**src/rtl/delay_capture.sv**
```systemverilog
// Measures the latency from a stimulus change to the first output change of a device under test.
// Each result is queued as a timestamped record in a first-word-fall-through FIFO.
module delay_capture #(
    parameter int TS_W  = 16,
    parameter int DLY_W = 8,
    parameter int DEPTH = 8
) (
    input  logic                      clk,
    input  logic                      rst_n,
    input  logic                      en,
    input  logic                      stim_a,
    input  logic                      stim_b,
    input  logic                      dut_c,
    output logic                      rec_valid,
    input  logic                      rec_ready,
    output logic [2+DLY_W+TS_W-1:0]   rec_data,
    output logic                      busy,
    output logic                      overflow
);

    localparam int REC_W = 2 + DLY_W + TS_W;
    localparam int AW    = $clog2(DEPTH);
    localparam logic [DLY_W-1:0] MAX_WAIT = {DLY_W{1'b1}};
    localparam logic [AW:0]      FULL_CNT = (AW+1)'(DEPTH);

    typedef enum logic [1:0] {
        IDLE    = 2'd0,
        ARMED   = 2'd1,
        MEASURE = 2'd2
    } state_t;

    state_t              state_r, state_s;
    logic [TS_W-1:0]     ts_r;
    logic [1:0]          s_prev_r;
    logic [DLY_W-1:0]    cnt_r;
    logic [DLY_W-1:0]    cnt_inc_s;
    logic [TS_W-1:0]     t_stim_r;
    logic                c_ref_r;
    logic                latch_s;
    logic                push_s;
    logic [REC_W-1:0]    rec_in_s;

    logic [REC_W-1:0]    mem_r [DEPTH];
    logic [AW-1:0]       wr_ptr_r;
    logic [AW-1:0]       rd_ptr_r;
    logic [AW:0]         count_r;
    logic                full_s;
    logic                pop_s;
    logic                wr_s;

    assign cnt_inc_s = cnt_r + {{(DLY_W-1){1'b0}}, 1'b1};

    // Next-state and record-generation logic; an output change wins over the timeout on the last count.
    always_comb begin
        state_s  = state_r;
        latch_s  = 1'b0;
        push_s   = 1'b0;
        rec_in_s = {REC_W{1'b0}};
        case (state_r)
            IDLE: begin
                if (en) begin
                    state_s = ARMED;
                end else begin
                    state_s = IDLE;
                end
            end
            ARMED: begin
                if (!en) begin
                    state_s = IDLE;
                end else if ({stim_a, stim_b} != s_prev_r) begin
                    latch_s = 1'b1;
                    state_s = MEASURE;
                end else begin
                    state_s = ARMED;
                end
            end
            MEASURE: begin
                if (dut_c != c_ref_r) begin
                    push_s   = 1'b1;
                    rec_in_s = {1'b0, dut_c, cnt_inc_s, t_stim_r};
                    state_s  = en ? ARMED : IDLE;
                end else if (cnt_inc_s == MAX_WAIT) begin
                    push_s   = 1'b1;
                    rec_in_s = {1'b1, c_ref_r, MAX_WAIT, t_stim_r};
                    state_s  = en ? ARMED : IDLE;
                end else begin
                    state_s  = MEASURE;
                end
            end
            default: begin
                state_s = IDLE;
            end
        endcase
    end

    // State register.
    always_ff @(posedge clk or negedge rst_n) begin
        if (!rst_n) begin
            state_r <= IDLE;
        end else begin
            state_r <= state_s;
        end
    end

    // Timestamp, previous stimulus and measurement context.
    always_ff @(posedge clk or negedge rst_n) begin
        if (!rst_n) begin
            ts_r     <= {TS_W{1'b0}};
            s_prev_r <= 2'b00;
            cnt_r    <= {DLY_W{1'b0}};
            t_stim_r <= {TS_W{1'b0}};
            c_ref_r  <= 1'b0;
        end else begin
            ts_r     <= ts_r + {{(TS_W-1){1'b0}}, 1'b1};
            s_prev_r <= {stim_a, stim_b};
            if (latch_s) begin
                t_stim_r <= ts_r;
                c_ref_r  <= dut_c;
                cnt_r    <= {DLY_W{1'b0}};
            end else if (state_r == MEASURE) begin
                cnt_r    <= cnt_inc_s;
            end
        end
    end

    // A full FIFO still accepts a push when the head is popped on the same edge.
    assign full_s = (count_r == FULL_CNT);
    assign pop_s  = (count_r != {(AW+1){1'b0}}) && rec_ready;
    assign wr_s   = push_s && (!full_s || pop_s);

    // Record storage; contents are only observed while occupied, so no reset is needed.
    always_ff @(posedge clk) begin
        if (wr_s) begin
            mem_r[wr_ptr_r] <= rec_in_s;
        end
    end

    // FIFO pointers, occupancy and sticky overflow flag.
    always_ff @(posedge clk or negedge rst_n) begin
        if (!rst_n) begin
            wr_ptr_r <= {AW{1'b0}};
            rd_ptr_r <= {AW{1'b0}};
            count_r  <= {(AW+1){1'b0}};
            overflow <= 1'b0;
        end else begin
            if (wr_s) begin
                wr_ptr_r <= wr_ptr_r + {{(AW-1){1'b0}}, 1'b1};
            end
            if (pop_s) begin
                rd_ptr_r <= rd_ptr_r + {{(AW-1){1'b0}}, 1'b1};
            end
            case ({wr_s, pop_s})
                2'b10:   count_r <= count_r + {{AW{1'b0}}, 1'b1};
                2'b01:   count_r <= count_r - {{AW{1'b0}}, 1'b1};
                default: count_r <= count_r;
            endcase
            if (push_s && full_s && !pop_s) begin
                overflow <= 1'b1;
            end
        end
    end

    assign rec_valid = (count_r != {(AW+1){1'b0}});
    assign rec_data  = rec_valid ? mem_r[rd_ptr_r] : {REC_W{1'b0}};
    assign busy      = (state_r == ARMED) || (state_r == MEASURE);

endmodule
```
**config.mk**
```make
export PLATFORM = sky130hd
export DESIGN_NAME = delay_capture
export DESIGN_NICKNAME = d
export VERILOG_FILES = /design/src/rtl/delay_capture.sv
export SDC_FILE = /design/constraint.sdc
export NUM_CORES = 1
export LEC_CHECK = 0
export CAP_MARGIN = 20
export CORE_MARGIN = 3
export CORE_UTILIZATION = 56
export CTS_CLUSTER_SIZE = 8
export DETAILED_ROUTE_END_ITERATION = 10
export DONT_BUFFER_PORTS = 1
export PLACE_DENSITY = 0.74
export SYNTH_ARGS = -nofsm -noshare
export SYNTH_HDL_FRONTEND = slang
export SYNTH_SLANG_ARGS = --single-unit
```
**constraint.sdc**
```tcl
create_clock -name clk -period 5.7 [get_ports clk]
set_input_delay 1.14 -clock clk [delete_from_list [all_inputs] [get_ports clk]]
set_output_delay 1.14 -clock clk [all_outputs]
set_load 0.05 [all_outputs]
```
==> flow_metrics.py <==
metrics = {
    "setup_path": {
        "cp-startpoint": "rd_ptr_r[1]",
        "critPathCapture": "rec_data[4]",
        "reg2reg_from": "cnt_r[0]",
        "arrival_ns": 2.96,
        "cp_max_fo": 38,
        "startpoint_type": "flop",
        "rr_endpoint": "mem_r[5][18]",
        "crit_type": "reg2out",
        "cp-end-kind": "output pin",
        "worst_path_max_delay_cell": "dfrtp_2",
        "r2r_slack_ns": 2.27,
        "ff2ff_path_depth": 7,
        "cp.required_ns": 4.56,
        "crit_path_max_incr_delay_ns": 0.97,
        "crit_path_cell_trace": "buf_4, mux4_2, mux2i_1, nor2_1",
    },
    "global_routing": {
        "antenna_found_initial": 0,
        "gr-usage-met3": 0.0424,
        "grt_pass1_wl_mm": 31.5,
        "busiest_layer": "met2",
        "first_global_vias": 5486,
        "grt_overflow": 0,
        "grt_util_met2": 0.314,
        "met1_usage": 0.290,
        "grt_max_degree": 57,
        "grt_usage": 0.201,
    },
    "outcome": {
        "status": "complete, no violations",
    },
    "route": {
        "num_vias": 5290,
        "first_iter_violations": 391,
        "dr.pass1.iters": 5,
        "drt-total-wl_mm": 20.1,
        "vias_per_cell": 5.89,
        "drc_errors": 0,
        "ant_nets": 0,
        "wl_per_cell_microns": 22.4,
    },
    "yosys": {
        "synth-warning-count": 0,
        "ys_seq_area_frac": 0.708,
        "synth_area_per_cell_sq_um": 18.1,
        "ys_types": 43,
        "ys.flop_type": "edfxtp_1",
        "synth.cell_area_sq_um": 10800,
        "synthArstFlopShare": 0.212,
        "netlist_instances": 597,
        "synthesis.nets": 614,
        "synth_edf_count": 208,
        "yosys_register_bits": 264,
    },
    "timing": {
        "setup_tns_ns": 0,
        "finClkSkew_ns": 0.0126,
        "worstMarginPinSlew_ns": 1.05,
        "fin_hold_ws_ns": 0.336,
        "rsz0062_at_grt": "no",
        "hold_viol_final": 0,
        "fmax_mhz": 244,
        "setup_violations": 0,
        "slew_viol_final": 0,
        "fin_crit_ns": 4.10,
        "max-slew-margin-rel": 0.291,
        "fin_crit_sh": 0.719,
    },
    "clocking": {
        "post_cts_buffers": 0,
        "insertion_delay_ns": 0.50,
        "hold_buffers": 0,
        "tritoncts": "done",
        "cts_sinks": 264,
        "post_cts_resized": 0,
        "cts_inserted_buffers": 38,
        "cts_max_path_buffers": 3,
        "h-tree-depth": 2,
        "clock-root-buffer": "clkbuf_16",
        "clk_pin_slew_ns": 0.05,
    },
    "flow_run": {
        "maxCapViolCount": 0,
    },
    "floorplanning": {
        "die_y_microns": 145,
        "io_pins": 36,
        "initial_utilization": 0.574,
        "placeableCoreArea_sq_um": 18800,
        "row_count": 50,
        "die_x_microns": 145,
        "dieArea_sq_um": 21000,
    },
    "place": {
        "port_buffers": 0,
        "dpl_cell_area_sq_um": 11200,
        "post-dp-hpwl_mm": 11.7,
        "place.gp.congestion": 0.803,
    },
    "pwr": {
        "intPower_mw": 4.07,
        "p_comb_frac": 0.291,
        "clockPowerShare": 0.315,
        "seq_power_share": 0.395,
        "p_sw_mw": 2.12,
        "sw_frac_of_total": 0.342,
        "leakagePower_nw": 4.22,
        "power_density_nw_per_um2": 506,
        "peakVddDrop_v": 0.000364,
    },
    "final_layout": {
        "fin_area_sq_um": 12200,
        "fin_nets": 644,
        "syn_to_final_growth_pct": 13.3,
        "diodes": 0,
        "final_layout_size_suffix_gt1_frac": 0.240,
        "utilization": 0.650,
    },
    "worst_hold_path": {
        "hold_path_class": "in2async",
    },
}
[power by group through the flow]
stage          logic (mW)  registers (mW)  clock network [mW]
2_1_floorplan        1.65            2.33                   0
3_3_place_gp         1.67            2.56                   0
3_5_place_dp         1.70            2.57                   0
4_1_cts              1.70            2.54                1.98
5_1_grt              1.92            2.46                2.07
6_report             1.80            2.44                1.95
[how the worst min path moves through the flow]
stage | slack [ns] | to | startpoint | depth (start not counted)
2_1_floorplan | 0.44 | ts_r[15] | ts_r[15] | 1
3_3_place_gp | 0.46 | ts_r[15] | ts_r[15] | 1
3_5_place_dp | 0.47 | rd_ptr_r[2] | rd_ptr_r[2] | 1
4_1_cts | 0.32 | wr_ptr_r[0] | rst_n | 0
5_1_grt | 0.31 | ts_r[0] | rst_n | 0
6_report | 0.34 | ts_r[2] | rst_n | 0
[layout make-up]
class                   instances  area (sq um)
clock buffers                  50          1020
clock inverters                 1          8.76
inverters                       9          33.8
flip-flops and latches        264          7650
repair buffers                 20           170
fillers                      1264          6590
well taps                     260           325
multi-input cells             294          3030
[stage by stage]
stage | worst slack (ns) | power, mW | instances
floorplan | 0.487 | 3.98 | 597
global placement | 2.12 | 4.23 | 844
detailed placement | 2.09 | 4.27 | 844
CTS | 1.54 | 6.22 | 895
global route | 1.46 | 6.46 | 898
finish | 1.60 | 6.19 | 898
[worst max-delay path, delay by kind of cell, from the launching register on]
kind                   cells  cell delay (ns)
multiplexers               2             0.33
flip-flops                 1             0.97
buffers and inverters      1             0.40
AND/OR/NAND/NOR            1             0.72
[state kept, by name, summed over array words and instances, names as in the netlist]
signal / count
mem_r: 208
t_stim_r: 16
ts_r: 16
cnt_r: 8
count_r: 4
rd_ptr_r: 3
wr_ptr_r: 3
s_prev_r: 2
state_r: 2
c_ref_r: 1
overflow: 1
[metal layers]
metal	part of all wire	wire [microns]
met1	0.43	8640
met2	0.49	9870
met3	0.064	1300
met4	0.016	320
met5	0	0
[cells in the final DEF (no fill, tap or decap), types with 3 or more instances in the layout]
master / netlist / final
buf_4: 3 / 17
mux2i_1: 28 / 28
mux2_2: 19 / 19
nand4_1: 6 / 6
xor2_1: 15 / 15
nor2_1: 47 / 46
edfxtp_1: 208 / 208
nor3_2: 1 / 3
a21boi_0: 7 / 7
and2_1: 16 / 16
xnor2_1: 23 / 23
and3_1: 3 / 3
nand3_1: 10 / 10
inv_1: 8 / 8
clkbuf_1: 15 / 11
clkbuf_16: 0 / 39
mux4_2: 52 / 52
ha_1: 10 / 10
nand2_1: 20 / 20
dfrtp_1: 56 / 54
nor3_1: 8 / 6
[synth_stat cells (8+ instances only)]
cell,n,area (sq um)
dfrtp_1,56,1400
xnor2_1,23,201
inv_1,8,30.0
mux2i_1,28,280
mux4_2,52,1170
mux2_2,19,214
nand3_1,10,50.1
xor2_1,15,131
ha_1,10,125
and2_1,16,100
nand2_1,20,75.1
edfxtp_1,208,6250
nor3_1,8,40.0
nor2_1,47,176
clkbuf_1,15,56.3
[kinds of logic after synthesis]
group,Yosys count,share of synthesized area
flip-flops,264,0.708
AND/OR/NAND/NOR,128,0.0623
multiplexers,101,0.157
XOR/XNOR,39,0.0323
buffers and inverters,39,0.0167
adder cells (fa/ha/maj),10,0.0116
AO/OA/AOI/OAI,16,0.0122
Power figures use the tool's default switching activity.
==> edit 1: new RTL, config.mk and constraints unchanged <==
Make the reset (`rst_n`) synchronous in 3 clocked blocks.
--- a/src/rtl/delay_capture.sv
+++ b/src/rtl/delay_capture.sv
@@ -94,7 +94,7 @@
     end
 
     // State register.
-    always_ff @(posedge clk or negedge rst_n) begin
+    always_ff @(posedge clk) begin
         if (!rst_n) begin
             state_r <= IDLE;
         end else begin
@@ -103,7 +103,7 @@
     end
 
     // Timestamp, previous stimulus and measurement context.
-    always_ff @(posedge clk or negedge rst_n) begin
+    always_ff @(posedge clk) begin
         if (!rst_n) begin
             ts_r     <= {TS_W{1'b0}};
             s_prev_r <= 2'b00;
@@ -136,7 +136,7 @@
     end
 
     // FIFO pointers, occupancy and sticky overflow flag.
-    always_ff @(posedge clk or negedge rst_n) begin
+    always_ff @(posedge clk) begin
         if (!rst_n) begin
             wr_ptr_r <= {AW{1'b0}};
             rd_ptr_r <= {AW{1'b0}};
Behaviour: differs if rst_n is asserted again (counterexample within 4 cycles, from zero or initial values and one cycle with rst_n low); with rst_n held inactive, the same outputs for 10 cycles.
==> edit 1 against the original RTL <==
  * Final cell count increased by 5.9%
  * Wire length grew 2.8%
  * Synthesized cell count increased by 10%
  * Register-to-register slack got worse by 560 ps
  * Setup slack improved by 74 ps
  * Sequential cell count increased by 3
  * Final area increased by 0.59%
  * Area after synthesis is 0.65% higher
  * Critical path type unchanged
Power is not compared: it rests on default switching activity, and its combinational part moved more than twofold at a synthesized area within 25%.
==> edit 1: results (changes against the original RTL) <==
stage,metric,value,unit,change
sta,period_share,0.706,,-0.0129
worst_setup_path,path_delay_family,simple AND/OR/NAND/NOR gates,,
cells_and_area,clk_share,0.0870,,+0.00316
cells_and_area,multi_input_area_share,0.270,,+0.0221
detailed_routing,vias_per_cell,5.96,,+1.1%
cells_and_area,buffers,15,,-25%
placement,place_congestion,0.789,,-1.8%
logic_synthesis,synth_adder_area_share,0.0115,,-0.0000747
logic_synthesis,synth_fp_nets,676,,+10%
worst_setup_path,worst-path-max-fanout,30,,-21%
placement,place_ws,1750,ps,-338 ps
global_routing,grt_pass1_wl,32800,µm,+4.2%
outcome,status,"complete, no violations",,
placement,numPlacedInstances,897,,+6.3%
global_routing,grt.met2_usage,0.317,,+0.00306
cells_and_area,inv_count,6,,-3
worst_setup_path,crit_slowest_cell,nor2_1,,
global_routing,grt_usage,0.198,,-0.00284
sta,worst_clock_skew,12.1,ps,-0.462 ps
logic_synthesis,synthMuxAreaShare,0.154,,-0.00320
placement,dp_hpwl,12100,µm,+4.1%
detailed_routing,met1_length,8800,µm,+1.9%
logic_synthesis,synthTopCellsByCount,"edfxtp_1, dfxtp_1, mux4_2, mux2i_1, nor2_1",,
worst_setup_path,crit_end,rec_data[13],,
worst_setup_path,reg2reg_depth,9,,+2
cts,cts_buffers,39,,+2.6%
worst_setup_path,reg2reg_to,mem_r[5][20]$_DFFE_PP_,,
worst_setup_path,cp_data_arrival_time,2880,ps,-80 ps
logic_synthesis,syn_area,0.0109,mm²,+0.65%
cells_and_area,final_core_util,0.652,,+0.00169
global_routing,use_met1,0.277,,-0.0131
logic_synthesis,synth_cell_type_count,49,,+14%
cells_and_area,multi_input_gates,350,,+19%
logic_synthesis,async_flop_share,0,,-0.212
cts,cts_root_buf,clkbuf_16,,
detailed_routing,top_layer_used,met4,,
logic_synthesis,seq_area_frac_synth,0.683,,-0.0248
global_routing,grt_max_degree,59,,+3.5%
worst_setup_path,r2r_start,cnt_r[0]$_SDFFE_PP0P_,,
detailed_routing,wl_met3,1280,µm,-1.2%
detailed_routing,routed_wl,20700,µm,+2.8%
detailed_routing,drt_iter0_markers,409,,+4.6%
logic_synthesis,synthTopCellsByArea,"edfxtp_1, dfxtp_1, mux4_2, mux2i_1, and2_1",,
worst_setup_path,crit_path_max_incr_delay,750,ps,-220 ps
global_routing,grtUsageMet3,0.0417,,-0.000661
cells_and_area,fillCellCount,1311,,+3.7%
logic_synthesis,synth-xor-area-share,0.0257,,-0.00665
min_path,worstHoldPathType,register to register,,
sta,hold_ws,465,ps,+129 ps
detailed_routing,met2_length,10100,µm,+1.9%
cts,cts.sinks,267,,+1.1%
sta,slew_headroom,0.315,,+0.0238
global_routing,first_global_vias,5865,,+6.9%
cells_and_area,drive_gt1_frac,0.190,,-0.0502
cells_and_area,seq_share,0.604,,-0.0215
logic_synthesis,synthCells,659,,+10%
-- edit 1: cell types whose count changed after synthesis, sizes merged, moves of 5 or more --
| cell | unedited run | this run |
|---|---|---|
| xnor2 | 23 | 17 |
| and2 | 16 | 32 |
| clkbuf | 15 | 23 |
| mux2i | 28 | 50 |
| a21oi | 3 | 10 |
| mux2 | 21 | 0 |
| nand2 | 21 | 26 |
| nand2b | 0 | 6 |
| nor2 | 47 | 40 |
| dfrtp | 56 | 0 |
| nor2b | 0 | 20 |
| dfxtp | 0 | 59 |
-- edit 1: power groups by stage --
stage                     registers (W)  clock network [W]  logic [W]
after floorplan                 0.00214                  0   0.000739
after global placement          0.00224                  0   0.000742
after detailed placement        0.00224                  0   0.000749
after CTS                       0.00221            0.00204   0.000752
after global routing            0.00217            0.00213   0.000838
final                           0.00217            0.00200   0.000792
==> edit 2: new RTL, same flow settings <==
Made on the original files. `DLY_W`: 8 -> 10.
--- a/src/rtl/delay_capture.sv
+++ b/src/rtl/delay_capture.sv
@@ -2,7 +2,7 @@
 // Each result is queued as a timestamped record in a first-word-fall-through FIFO.
 module delay_capture #(
     parameter int TS_W  = 16,
-    parameter int DLY_W = 8,
+    parameter int DLY_W = 10,
     parameter int DEPTH = 8
 ) (
     input  logic                      clk,
Interface: changed (resized rec_data); port bits go from 36 to 38. No check against the original RTL was run, so the function may have changed too.
==> edit 2 against the original RTL <==
  * Power grew 7.6%
  * Sequential share of layout area up 0.13 points
  * Utilization rose by 0.83 points
  * Wire length is 9.7% higher
  * Die area is 6.7% higher
  * Final area is 6.7% higher
  * Area after synthesis rose by 7.0%
  * Setup slack got worse by 57 ps
  * Sequential cell count increased by 18
  * Combinational power grew 2%
  * Critical endpoint is now rec_data[16]
  * Highest routed layer unchanged
==> edit 2: results (changes against the original RTL) <==
stage,metric,value,unit,change
cts,cts_buffers,41,,+7.9%
cells_and_area,fillCellCount,1275,,+0.87%
logic_synthesis,synthTopCellsByCount,"edfxtp_1, dfrtp_1, mux4_2, nor2_1, mux2i_1",,
worst_setup_path,crit_path_max_incr_delay,1090,ps,+120 ps
cells_and_area,drive_gt1_frac,0.236,,-0.00366
sta,worst_clock_skew,13.4,ps,+0.813 ps
power_and_ir_drop,sw_frac_of_total,0.345,,+0.00275
logic_synthesis,async_flop_share,0.206,,-0.00645
detailed_routing,avgRoutedWirePerCell,23.2,µm,+3.6%
logic_synthesis,synthTopCellsByArea,"edfxtp_1, dfrtp_1, mux4_2, mux2i_1, mux2_2",,
logic_synthesis,synth_fp_nets,669,,+9.0%
placement,place_congestion,0.824,,+2.6%
placement,place_ws,1680,ps,-412 ps
worst_setup_path,cp_data_arrival_time,3010,ps,+50 ps
detailed_routing,vias_per_cell,6.04,,+2.5%
global_routing,use_met1,0.301,,+0.0113
global_routing,grt_pass1_wl,35300,µm,+12%
placement,place_area,0.0119,mm²,+6.6%
cells_and_area,biggestRegsByFlops,"mem_r x224, t_stim_r x16, ts_r x16",,
global_routing,grt_usage,0.209,,+0.00786
power_and_ir_drop,total_leakage_power,4.51,nW,+6.9%
global_routing,grtUsageMet3,0.0460,,+0.00364
placement,dp_hpwl,12800,µm,+9.7%
detailed_routing,drt_iter0_markers,465,,+19%
power_and_ir_drop,vdd_drop_max,314,µV,-14%
worst_setup_path,worst-path-max-fanout,47,,+24%
outcome,status,"complete, no violations",,
[edit 2: cell type report]
cell class / count / area, µm² / share of cell area
Timing Repair Buffer: 16 / 140 / 0.0107
Inverter: 9 / 33.8 / 0.00259
Sequential cell: 282 / 8180 / 0.627
Tap cell: 265 / 332 / 0.0254
Clock inverter: 3 / 45.0 / 0.00345
Multi-Input combinational cell: 325 / 3240 / 0.248
Clock buffer: 51 / 1080 / 0.0831
[edit 2: worst paths after layout]
path	startpoint	endpoint	slack (ps)	cells after the start
min in group clk	ts_r[6]$_DFF_PN0_	ts_r[6]$_DFF_PN0_	490	1
worst min register to register	ts_r[6]$_DFF_PN0_	ts_r[6]$_DFF_PN0_	490	1
worst min-delay path	rst_n	cnt_r[9]$_DFFE_PN0P_	320	0
worst max register to register	cnt_r[0]$_DFFE_PN0P_	mem_r[7][14]$_DFFE_PP_	2030	9
max in group asynchronous	rst_n	rd_ptr_r[0]$_DFFE_PN0P_	5250	0
worst max-delay path	rd_ptr_r[1]$_DFFE_PN0P_	rec_data[16]	1550	4
[edit 2: metrics by stage]
stage,instances,util
2_1_floorplan,652,-
3_3_place_gp,896,0.600
3_5_place_dp,896,0.600
4_1_cts,950,0.657
5_1_grt,951,0.658
6_report,951,0.658
[edit 2: cells by family (layout without fill, tap and decap cells)]
family	count (synthesis)	in the layout	share of synthesized area
DFF	282	282	0.708
AOI/OAI and AO/OA	34	34	0.0194
muxes	107	107	0.156
and+or+nand+nor	136	136	0.0610
xor gates and xnor gates	38	38	0.0288
adders and majority gates	10	10	0.0108
buffers and inverters	45	79	0.0163
[edit 2: power by group through the flow]
stage | clock network (W) | logic, W | registers, W
after detailed placement | 0 | 0.00177 | 0.00281
after floorplan | 0 | 0.00177 | 0.00249
after CTS | 0.00217 | 0.00178 | 0.00277
after global placement | 0 | 0.00174 | 0.00279
after global routing | 0.00226 | 0.00196 | 0.00273
final | 0.00212 | 0.00184 | 0.00270
[edit 2: critical path, delay by kind of cell (launching register included)]
family / cells / cell delay [ps]
DFF: 1 / 1090
and+or+nand+nor: 1 / 710
buffers and inverters: 1 / 370
muxes: 2 / 300
[edit 2: layer usage]
layer	up-vias	routed length, µm
met3	32	1410
met2	187	10900
met4	0	286
met1	2964	9430
li1	2562	-
met5	-	0
